$ cat config.mk
export PLATFORM = sky130hd
export DESIGN_NAME = seq_divider16_flat
export DESIGN_NICKNAME = d
export VERILOG_FILES = /design/src/rtl/seq_divider16_if.sv /design/src/rtl/seq_divider16.sv /design/src/flat_wrapper.sv
export SDC_FILE = /design/constraint.sdc
export NUM_CORES = 1
export LEC_CHECK = 0
export BUFFER_PORTS_ARGS = -buffer_cell sky130_fd_sc_hd__buf_2
export CORE_UTILIZATION = 56
export DETAILED_ROUTE_END_ITERATION = 7
export GPL_TIMING_DRIVEN = 0
export PLACE_DENSITY_LB_ADDON = 0.3
export RECOVER_POWER = 50
export SLEW_MARGIN = 40
export SYNTH_ARGS = -nofsm -noshare
export SYNTH_HDL_FRONTEND = slang
export SYNTH_SLANG_ARGS = --single-unit
export TNS_END_PERCENT = 100
$ cat constraint.sdc
create_clock -name clk -period 2.8 [get_ports clk]
set_clock_uncertainty 0.1 [all_clocks]
set_input_delay 0.7 -clock clk [delete_from_list [all_inputs] [get_ports clk]]
set_output_delay 0.7 -clock clk [all_outputs]
set_load 0.01 [all_outputs]
$ cat src/rtl/seq_divider16_if.sv
// Handshake and result bundle for the 16-by-8 sequential divider.
interface seq_divider16_if;
    logic        start;
    logic [15:0] dividend;
    logic [7:0]  divisor;
    logic        busy;
    logic        done;
    logic [15:0] quotient;
    logic [7:0]  remainder;
    logic        div_zero;

    modport master (
        output start, dividend, divisor,
        input  busy, done, quotient, remainder, div_zero
    );

    modport slave (
        input  start, dividend, divisor,
        output busy, done, quotient, remainder, div_zero
    );
endinterface

$ cat src/rtl/seq_divider16.sv
// Sequential 16-by-8 unsigned restoring divider, one quotient bit per clock.
// Optional macro DIV_ZERO_FAST_EN: a zero divisor completes in one cycle and flags div_zero.
module seq_divider16 (
    input  logic              clk,
    input  logic              rst,
    seq_divider16_if.slave    bus
);

    localparam logic [1:0] IDLE = 2'd0;
    localparam logic [1:0] RUN  = 2'd1;
`ifdef DIV_ZERO_FAST_EN
    localparam logic [1:0] DZ   = 2'd2;
`endif

    logic [1:0]  state;
    logic [4:0]  cnt;
    logic        busy_r;
    logic        done_r;
    logic [15:0] quotient_r;
    logic [7:0]  remainder_r;

    logic [15:0] dvd_sh;
    logic [7:0]  dvs;
    logic [7:0]  p;
    logic [15:0] q_sh;

    logic [8:0]  t;
    logic        ge;
    logic [7:0]  p_next;
    logic [15:0] q_next;
    logic        accept;

    assign accept = (state == IDLE) && bus.start;

    // Restoring step: the 9-bit trial value never overflows, and the
    // restored/subtracted result is always below the divisor, so 8 bits hold it.
    always_comb begin
        t      = {p, dvd_sh[15]};
        ge     = (t >= {1'b0, dvs});
        p_next = ge ? 8'(t - {1'b0, dvs}) : t[7:0];
        q_next = {q_sh[14:0], ge};
    end

    // Working registers carry no reset; they are always loaded on accept.
    always_ff @(posedge clk) begin
        if (accept) begin
            dvd_sh <= bus.dividend;
            dvs    <= bus.divisor;
            p      <= 8'h00;
            q_sh   <= 16'h0000;
        end else if (state == RUN) begin
            dvd_sh <= {dvd_sh[14:0], 1'b0};
            p      <= p_next;
            q_sh   <= q_next;
        end
    end

`ifdef DIV_ZERO_FAST_EN
    logic div_zero_r;
    assign bus.div_zero = div_zero_r;
`else
    assign bus.div_zero = 1'b0;
`endif

    always_ff @(posedge clk or posedge rst) begin
        if (rst) begin
            state       <= IDLE;
            cnt         <= 5'd0;
            busy_r      <= 1'b0;
            done_r      <= 1'b0;
            quotient_r  <= 16'h0000;
            remainder_r <= 8'h00;
`ifdef DIV_ZERO_FAST_EN
            div_zero_r  <= 1'b0;
`endif
        end else begin
            done_r <= 1'b0;
            case (state)
                IDLE: begin
                    if (bus.start) begin
                        busy_r <= 1'b1;
                        cnt    <= 5'd15;
`ifdef DIV_ZERO_FAST_EN
                        state  <= (bus.divisor == 8'h00) ? DZ : RUN;
`else
                        state  <= RUN;
`endif
                    end
                end
                RUN: begin
                    cnt <= cnt - 5'd1;
                    if (cnt == 5'd0) begin
                        quotient_r  <= q_next;
                        remainder_r <= p_next;
                        done_r      <= 1'b1;
                        busy_r      <= 1'b0;
                        state       <= IDLE;
`ifdef DIV_ZERO_FAST_EN
                        div_zero_r  <= 1'b0;
`endif
                    end
                end
`ifdef DIV_ZERO_FAST_EN
                DZ: begin
                    quotient_r  <= 16'hFFFF;
                    remainder_r <= dvd_sh[7:0];
                    div_zero_r  <= 1'b1;
                    done_r      <= 1'b1;
                    busy_r      <= 1'b0;
                    state       <= IDLE;
                end
`endif
                default: begin
                    busy_r <= 1'b0;
                    state  <= IDLE;
                end
            endcase
        end
    end

    assign bus.busy      = busy_r;
    assign bus.done      = done_r;
    assign bus.quotient  = quotient_r;
    assign bus.remainder = remainder_r;

endmodule
$ cat src/flat_wrapper.sv
// flat-port wrapper written by rule: the top's interface ports become plain ports
module seq_divider16_flat 
  (clk, rst, bus_start, bus_dividend, bus_divisor, bus_busy, bus_done, bus_quotient, bus_remainder, bus_div_zero);
  seq_divider16_if bus_i ();
  input  logic clk;
  input  logic rst;
  input wire logic [$bits(bus_i.start)-1:0] bus_start;
  input wire logic [$bits(bus_i.dividend)-1:0] bus_dividend;
  input wire logic [$bits(bus_i.divisor)-1:0] bus_divisor;
  output wire logic [$bits(bus_i.busy)-1:0] bus_busy;
  output wire logic [$bits(bus_i.done)-1:0] bus_done;
  output wire logic [$bits(bus_i.quotient)-1:0] bus_quotient;
  output wire logic [$bits(bus_i.remainder)-1:0] bus_remainder;
  output wire logic [$bits(bus_i.div_zero)-1:0] bus_div_zero;
  assign bus_i.start = bus_start;
  assign bus_i.dividend = bus_dividend;
  assign bus_i.divisor = bus_divisor;
  assign bus_busy = bus_i.busy;
  assign bus_done = bus_i.done;
  assign bus_quotient = bus_i.quotient;
  assign bus_remainder = bus_i.remainder;
  assign bus_div_zero = bus_i.div_zero;
  seq_divider16 u_core (.clk(clk), .rst(rst), .bus(bus_i));
endmodule
### Word level (Yosys, flattened, before mapping)

Index checks and enable logic that the tools add are counted.

| storage, ports and cells | value |
|---|---|
| register bits after elaboration | 80 |
| bits of input ports | 27 |
| output and inout port bits | 27 |

| operators by class | value |
|---|---|
| add/subtract/negate cells | 2 |
| $lt $le $gt $ge | 1 |
| eq/ne operators | 3 |
| mux-type cells | 13 |
| reduce and logical (&&, ||, !) cells | 8 |

Operators by type and width:

| cell | count |
|---|---|
| $mux 16 | 2 |
| $pmux 5 s2 | 1 |
| $ge 9x8->1 | 1 |
| $mux 8 | 1 |
| $sub 8x8->8 | 1 |
| $reduce_and 2->1 | 3 |
| $logic_not 5->1 | 1 |
| $mux 5 | 1 |
| $sub 5x1->5 const B | 1 |
| $mux 1 | 4 |
| $mux 2 | 2 |
| $ne 2x2->1 const B | 2 |
| $pmux 2 s2 | 1 |
| $reduce_bool 2->1 | 2 |
| $eq 2x1->1 const B | 1 |
| $logic_not 2->1 | 1 |
| $pmux 1 s2 | 1 |
| $logic_and 1x1->1 | 1 |

### Depth between registers and ports, before layout

Gate-level depths: netlist (run 1).

| depth | value |
|---|---|
| depth in word-level cells | 3 |
| depth in mapped cells | 8 |
| mapped depth without buffers | 8 |

### Least setup slack after synthesis (run 1)

Ideal clock, no wire load.

| path | value |
|---|---|
| path type | register to register |
| start point | reg u_core.dvd_sh[15] |
| end point | reg u_core.p[6] |
| data arrival time | 1.853 ns |
| setup slack | 0.763 ns |
| stages on the path, launching flop included | 9 |
| path buffers | 0 |
| cells stage by stage | edfxtp_1 -> inv_1 -> ha_1 -> fa_1 -> or2b_1 -> a21boi_0 -> mux2i_1 -> o22ai_2 -> o221ai_1 |

| on the way | value |
|---|---|
| cells in the longest elaborated chain, start to end | 2 |

Ends and longest elaborated chain:

| element | RTL line | source |
|---|---|---|
| start: declaration | seq_divider16.sv:22 | `logic [15:0] dvd_sh;` |
| start signal: assignment | seq_divider16.sv:47 | `dvd_sh <= bus.dividend;` |
| start signal: assignment | seq_divider16.sv:52 | `dvd_sh <= {dvd_sh[14:0], 1'b0};` |
| $sub 8x8->8 / $ge 9x8->1 (equally long branches) | seq_divider16.sv:40, seq_divider16.sv:39 |  |
| $mux 8 * | seq_divider16.sv:40 | `p_next = ge ? 8'(t - {1'b0, dvs}) : t[7:0];` |
| end signal: assignment | seq_divider16.sv:53 | `p <= p_next;` |
| end: declaration | seq_divider16.sv:24 | `logic [7:0] p;` |

Every way passes the cells marked *; elsewhere a longest branch is shown, timed or not.
A chain may end at the register's enable or synchronous reset.

### Worst setup path after layout (run 1)

| path | value |
|---|---|
| start point | in bus_start |
| end point | reg u_core.dvd_sh[10], data pin |

| on the way | value |
|---|---|
| cells in the longest elaborated chain, start to end | 2 |

Ends and longest elaborated chain:

| element | RTL line | source |
|---|---|---|
| start: declaration | flat_wrapper.sv:7 | `input wire logic [$bits(bus_i.start)-1:0] bus_start;` |
| $logic_and 1x1->1 | seq_divider16.sv:33 | `assign accept = (state == IDLE) && bus.start;` |
| net u_core.accept | seq_divider16.sv:31 | `logic accept;` |
| $mux 16 | seq_divider16.sv:46 | `if (accept) begin` |

The timed path passes the listed nets, and every way through them passes these cells.

==> flow_summary.toml, run 1 <==
[sta]
tightest_slew_ns = 1.15
fmax_mhz = 418
hold_violations = 0
setup_slack_ns = 0.410
finalSetupTns_ns = 0
min_period_ns = 2.39
finalSetupViolations = 0
min_period_over_period_pct = 85.4
slew-limit-headroom_pct = 23.0
hold_ws_ns = 0.347
rsz0062_at_grt = "no"
slew_violations = 0

[power]
seq_power_share_pct = 42.0
p_sw_share_pct = 37.1
p_switching_mw = 1.77
vdd_drop_max_mv = 0.623
pwr-share-clk_pct = 19.1
power_frac_comb_pct = 38.9
p_int_mw = 2.99
power_leakage_nw = 1.84
powerDensity_nw_per_um2 = 1170

[yosys]
postSynthAreaPerCell_um2 = 10.1
synth_commonest_cells = "nand2_1, dfrtp_1, edfxtp_1, dfxtp_1, o21ai_0"
synth_most_common_cell = "nand2_1"
synthFlopType = "dfrtp_1"
syn_area_um2 = 3530
synth_cells = 350
ys_top_cells_by_area = "dfrtp_1, edfxtp_1, dfxtp_1, nand2_1, mux2_2"
ys_seq_area_share_pct = 55.4
synth_cell_type_count = 53
ys_seq_elements = 78
synth_top_area_share_pct = 22.0
synth-edff-count = 24
synth_area_leader_cell = "dfrtp_1"
syn-num-nets = 388
async_flop_share_pct = 39.7
ys_warn_count = 0

[die]
dieArea_um2 = 6630
core_area_um2 = 5990
start_util_pct = 58.9
num_rows = 28
ioPinCount = 54
fp.dieW_um = 81.4
die_y_um = 81.4

[drt]
first_iter_violations = 144
finalWirelength_um = 6930
vias_per_cell = 5.42
wire_per_inst_um = 14.1
vias = 2673
dr.pass1.iters = 4
drc = 0
postRouteAntennaNets = 0

[critical_path]
worstPathMaxFanout = 17
critPathRequiredTime_ns = 2.80
critPathLaunchType = "primary input"
cp-end-kind = "flip-flop"
crit_arrival_ns = 2.39
setup.worst_path.class = "in2reg"

[clock_tree]
cts_root_buf = "clkbuf_8"
cts_buffer_depth = 2
clk_pin_slew_worst_paths_ns = 0.08
cts_setup_buffers = 0
cts_sinks = 78
htree_levels = 3
cts_tree = "built"
clk_latency_ns = 0.35
ctsHoldBuffers = 0
numCtsBuffers = 9
cts_resized = 0

[hold_path]
hp-class = "reg2reg"

[global_routing]
track_usage_pct = 23.3
gr-total-overflow = 0
antenna_found_initial = 0
grt_max_degree = 32
grt_pass1_vias = 2512
grt_first_pass_wirelength_um = 11300

[job]
cap_violations = 0

[placed_design]
routabilityCongestion = 0.914
dpl.hpwl_um = 4900
dp_slack_ns = 0.392
port_buffers = 52

[layout]
layout.nets = 451
diodes = 0
final_layout_size_suffix_gt1_share_pct = 20.1
syn_to_final_growth_pct = 15.6

[run_status]
status = "complete, no violations"
-- power groups by stage --
stage               sequential, mW  combinational, mW  clock [mW]
floorplan                     2.02               1.32           0
global placement              2.00               1.81           0
detailed placement            2.02               1.86           0
CTS                           1.99               1.89       0.920
global route                  2.06               2.10       0.967
finish                        2.00               1.85       0.910
-- per-layer routing --
metal | GRT usage [%] | vias to the layer above | part of all wire [%]
li1 | - | 1331 | -
met1 | 29.1 | 1278 | 47
met2 | 38.2 | 54 | 49
met3 | 7.08 | 10 | 2.7
met4 | 8.04 | 0 | 1.4
met5 | 0 | - | 0
-- final cells by class --
| cell class | instances | area [µm²] |
|---|---|---|
| inverters | 18 | 67.6 |
| fillers | 506 | 1910 |
| flip-flops and latches | 78 | 1960 |
| clock inverters | 7 | 88.8 |
| well taps | 75 | 93.8 |
| clock buffers | 9 | 124 |
| multi-input cells | 236 | 1420 |
| plain buffers | 18 | 85.1 |
| repair buffers | 52 | 246 |
-- worst paths after layout --
kind                                      start                      end  slack (ns)  depth (start not counted)
min in group asynchronous                   rst          u_core.bus.done        0.54                          2
worst max-delay path                  bus_start        u_core.dvd_sh[10]        0.41                          5
worst max register to register  u_core.bus.busy        u_core.dvd_sh[10]        0.46                          4
max in group asynchronous                   rst  u_core.bus.remainder[6]        1.37                          2
worst min register to register  u_core.q_sh[14]  u_core.bus.quotient[15]        0.35                          2
worst min-delay path            u_core.q_sh[14]  u_core.bus.quotient[15]        0.35                          2
-- metrics by stage --
stage                     util, %  total power [mW]  instance area, µm²  cells
after global routing         68.1              5.13                4080    493
after detailed placement     64.8              3.88                3880    477
after CTS                    68.4              4.80                4100    493
after global placement       64.8              3.81                3880    477
final                        68.1              4.76                4080    493
after floorplan                 -              3.35                3530    350
-- registers in the layout (all words and copies together), names as in the netlist --
name,count
u_core.bus.busy,1
u_core.bus.done,1
u_core.dvs,8
u_core.dvd_sh,16
u_core.q_sh,15
u_core.bus.quotient,16
u_core.bus.remainder,8
u_core.p,8
u_core.cnt,5
-- layout by cell type (no fill, tap or decap), types with 3 or more instances in the layout --
master	instances
nand2_1	96
buf_2	43
dfrtp_1	31
clkbuf_1	24
edfxtp_1	24
dfxtp_1	23
o21ai_0	18
inv_1	16
mux2_2	15
a21oi_1	14
nor2_1	10
ha_1	10
nor3_1	9
clkbuf_8	9
nand3_1	5
o31ai_1	5
nand4_1	5
clkinv_1	4
xor2_1	3
xnor2_1	3
or3_1	3
o311ai_1	3
-- kinds of logic after synthesis --
| group | synth area share, % |
|---|---|
| compound gates | 11.8 |
| fa+ha+maj | 4.11 |
| buf+inv | 4.39 |
| xor+xnor | 1.49 |
| other cells | 0.106 |
| simple gates | 17.6 |
| mux | 5.07 |
| flops | 55.4 |
-- critical path: stages --
cell      delay, ns
buf_2          0.11
nor2b_1        0.15
clkbuf_1       0.34
clkbuf_1       0.67
mux2_2         0.41
Power figures use the tool's default switching activity.
==> run 2: changes to the inputs <==
--- a/config.mk
+++ b/config.mk
@@ -6,11 +6,12 @@
 export NUM_CORES = 1
 export LEC_CHECK = 0
 export BUFFER_PORTS_ARGS = -buffer_cell sky130_fd_sc_hd__buf_2
+export CORE_MARGIN = 3
 export CORE_UTILIZATION = 56
 export DETAILED_ROUTE_END_ITERATION = 7
 export GPL_TIMING_DRIVEN = 0
 export PLACE_DENSITY_LB_ADDON = 0.3
-export RECOVER_POWER = 50
+export RECOVER_POWER = 25
 export SLEW_MARGIN = 40
 export SYNTH_ARGS = -nofsm -noshare
 export SYNTH_HDL_FRONTEND = slang
==> run 2 against run 1 <==
Sequential share of layout area is 0.22 points lower; first-iteration DRC count is 20% higher; total power is 0.34% lower; register-to-register slack hardly changed; utilization is 0.085 points lower; wire length is 4.2% higher; fmax is 2.7% higher; clock power is 3.6% lower; final area is 0.46% higher; via count is 0.75% lower; combinational power hardly changed; global-route usage is 1.8 points lower; critical endpoint is now u_core.p[6].
==> flow_summary.toml, run 2 (synthesis gave the netlist of run 1 again) <==
[run_status]
status = "complete, no violations"

[layout]
final_cell_mix = "nand2_1, buf_2, dfrtp_1"
layout_commonest_cell = "nand2_1"
postLayoutCellArea_um2 = 4100
syn_to_final_growth_pct = 16.1
layout.nets = 451
diodes = 0
nFillCells = 476
final_layout_size_suffix_gt1_share_pct = 23.2
stdcell_count = 493
final_core_util_pct = 68.0

[power]
finalPower_mw = 4.74
vdd_drop_max_mv = 0.549
power_leakage_nw = 1.89
powerDensity_nw_per_um2 = 1160

[critical_path]
cp-end-kind = "flip-flop"
crit_arrival_ns = 2.49
critPathRequiredTime_ns = 2.96
setup.worst_path.class = "reg2reg"
worstPathMaxFanout = 17
critPathLaunchType = "flip-flop"

[sta]
min_period_ns = 2.33
min_period_over_period_pct = 83.1
finalSetupViolations = 0
tightest_slew_ns = 1.19
hold_violations = 0
finalSetupTns_ns = 0
slew_violations = 0
fmax_mhz = 430
rsz0062_at_grt = "no"
slew-limit-headroom_pct = 20.4

[clock_tree]
numCtsBuffers = 9
cts_root_buf = "clkbuf_8"
cts_tree = "built"
htree_levels = 3
ctsHoldBuffers = 0
cts_sinks = 78
clk_latency_ns = 0.35
clk_pin_slew_worst_paths_ns = 0.08
cts_resized = 0
cts_buffer_depth = 2
cts_setup_buffers = 0

[global_routing]
grt_max_degree = 32
gr-total-overflow = 0
grt_pass1_vias = 2569
track_usage_pct = 21.5
grt_first_pass_wirelength_um = 12200
antenna_found_initial = 0

[placed_design]
dpl.hpwl_um = 5160
port_buffers = 52
dpl_cell_area_um2 = 3880
routabilityCongestion = 0.942
dp_cells = 477

[hold_path]
hp-class = "reg2reg"

[drt]
vias = 2653
wire_per_inst_um = 14.7
dr.pass1.iters = 4
drc = 0
first_iter_violations = 173
postRouteAntennaNets = 0
vias_per_cell = 5.38
finalWirelength_um = 7220

[die]
num_rows = 28
ioPinCount = 54
dieArea_um2 = 7290
start_util_pct = 58.6
fp.dieW_um = 85.4
core_area_um2 = 6030
die_y_um = 85.4

[job]
cap_violations = 0
-- run 2: final cells by class --
cell class                      count  area, µm²  share of cell area, %
Buffer                             18       87.6                   2.14
Clock buffer                       14        199                   4.85
Clock inverter                      2       17.5                  0.427
Inverter                           18       67.6                   1.65
Multi-Input combinational cell    236       1420                   34.6
Sequential cell                    78       1960                   47.7
Tap cell                           75       93.8                   2.29
Timing Repair Buffer               52        259                   6.32
-- run 2: critical path, stage by stage (launching register included) --
cell and delay [ns]:
dfrtp_1 0.44, clkbuf_1 0.26, nor2_1 0.62, inv_1 0.52, o221ai_1 0.31
-- run 2: power by group --
group / switching (mW) / internal, mW / total, mW
logic: 1.05 / 0.819 / 1.87
registers: 0.305 / 1.70 / 2.00
clock network: 0.406 / 0.472 / 0.877
total: 1.76 / 2.99 / 4.74
-- run 2: final timing paths --
kind / startpoint / endpoint / slack (ns) / cells past startpoint
min in group asynchronous: rst / u_core.bus.quotient[4] / 0.56 / 2
max in group asynchronous: rst / u_core.bus.remainder[7] / 1.33 / 2
max reg2reg: u_core.bus.busy / u_core.p[6] / 0.47 / 4
max: u_core.bus.busy / u_core.p[6] / 0.47 / 4
min: u_core.q_sh[14] / u_core.bus.quotient[15] / 0.35 / 2
min reg2reg: u_core.q_sh[14] / u_core.bus.quotient[15] / 0.35 / 2
-- run 2: per-layer routing --
layer	vias to the layer above	share of wire (%)	global-route usage (%)
met4	0	1.9	8.92
met1	1212	44	29.1
met2	93	46	32.9
li1	1335	-	-
met3	13	7.1	5.53
met5	-	0	0
-- run 2: metrics by stage --
stage | worst slack [ns] | hold WS, ns
floorplan | 0.763 | 0.313
finish | 0.473 | 0.347
detailed placement | 0.398 | 0.338
global route | 0.291 | 0.368
CTS | 0.463 | 0.348
global placement | 0.460 | 0.334
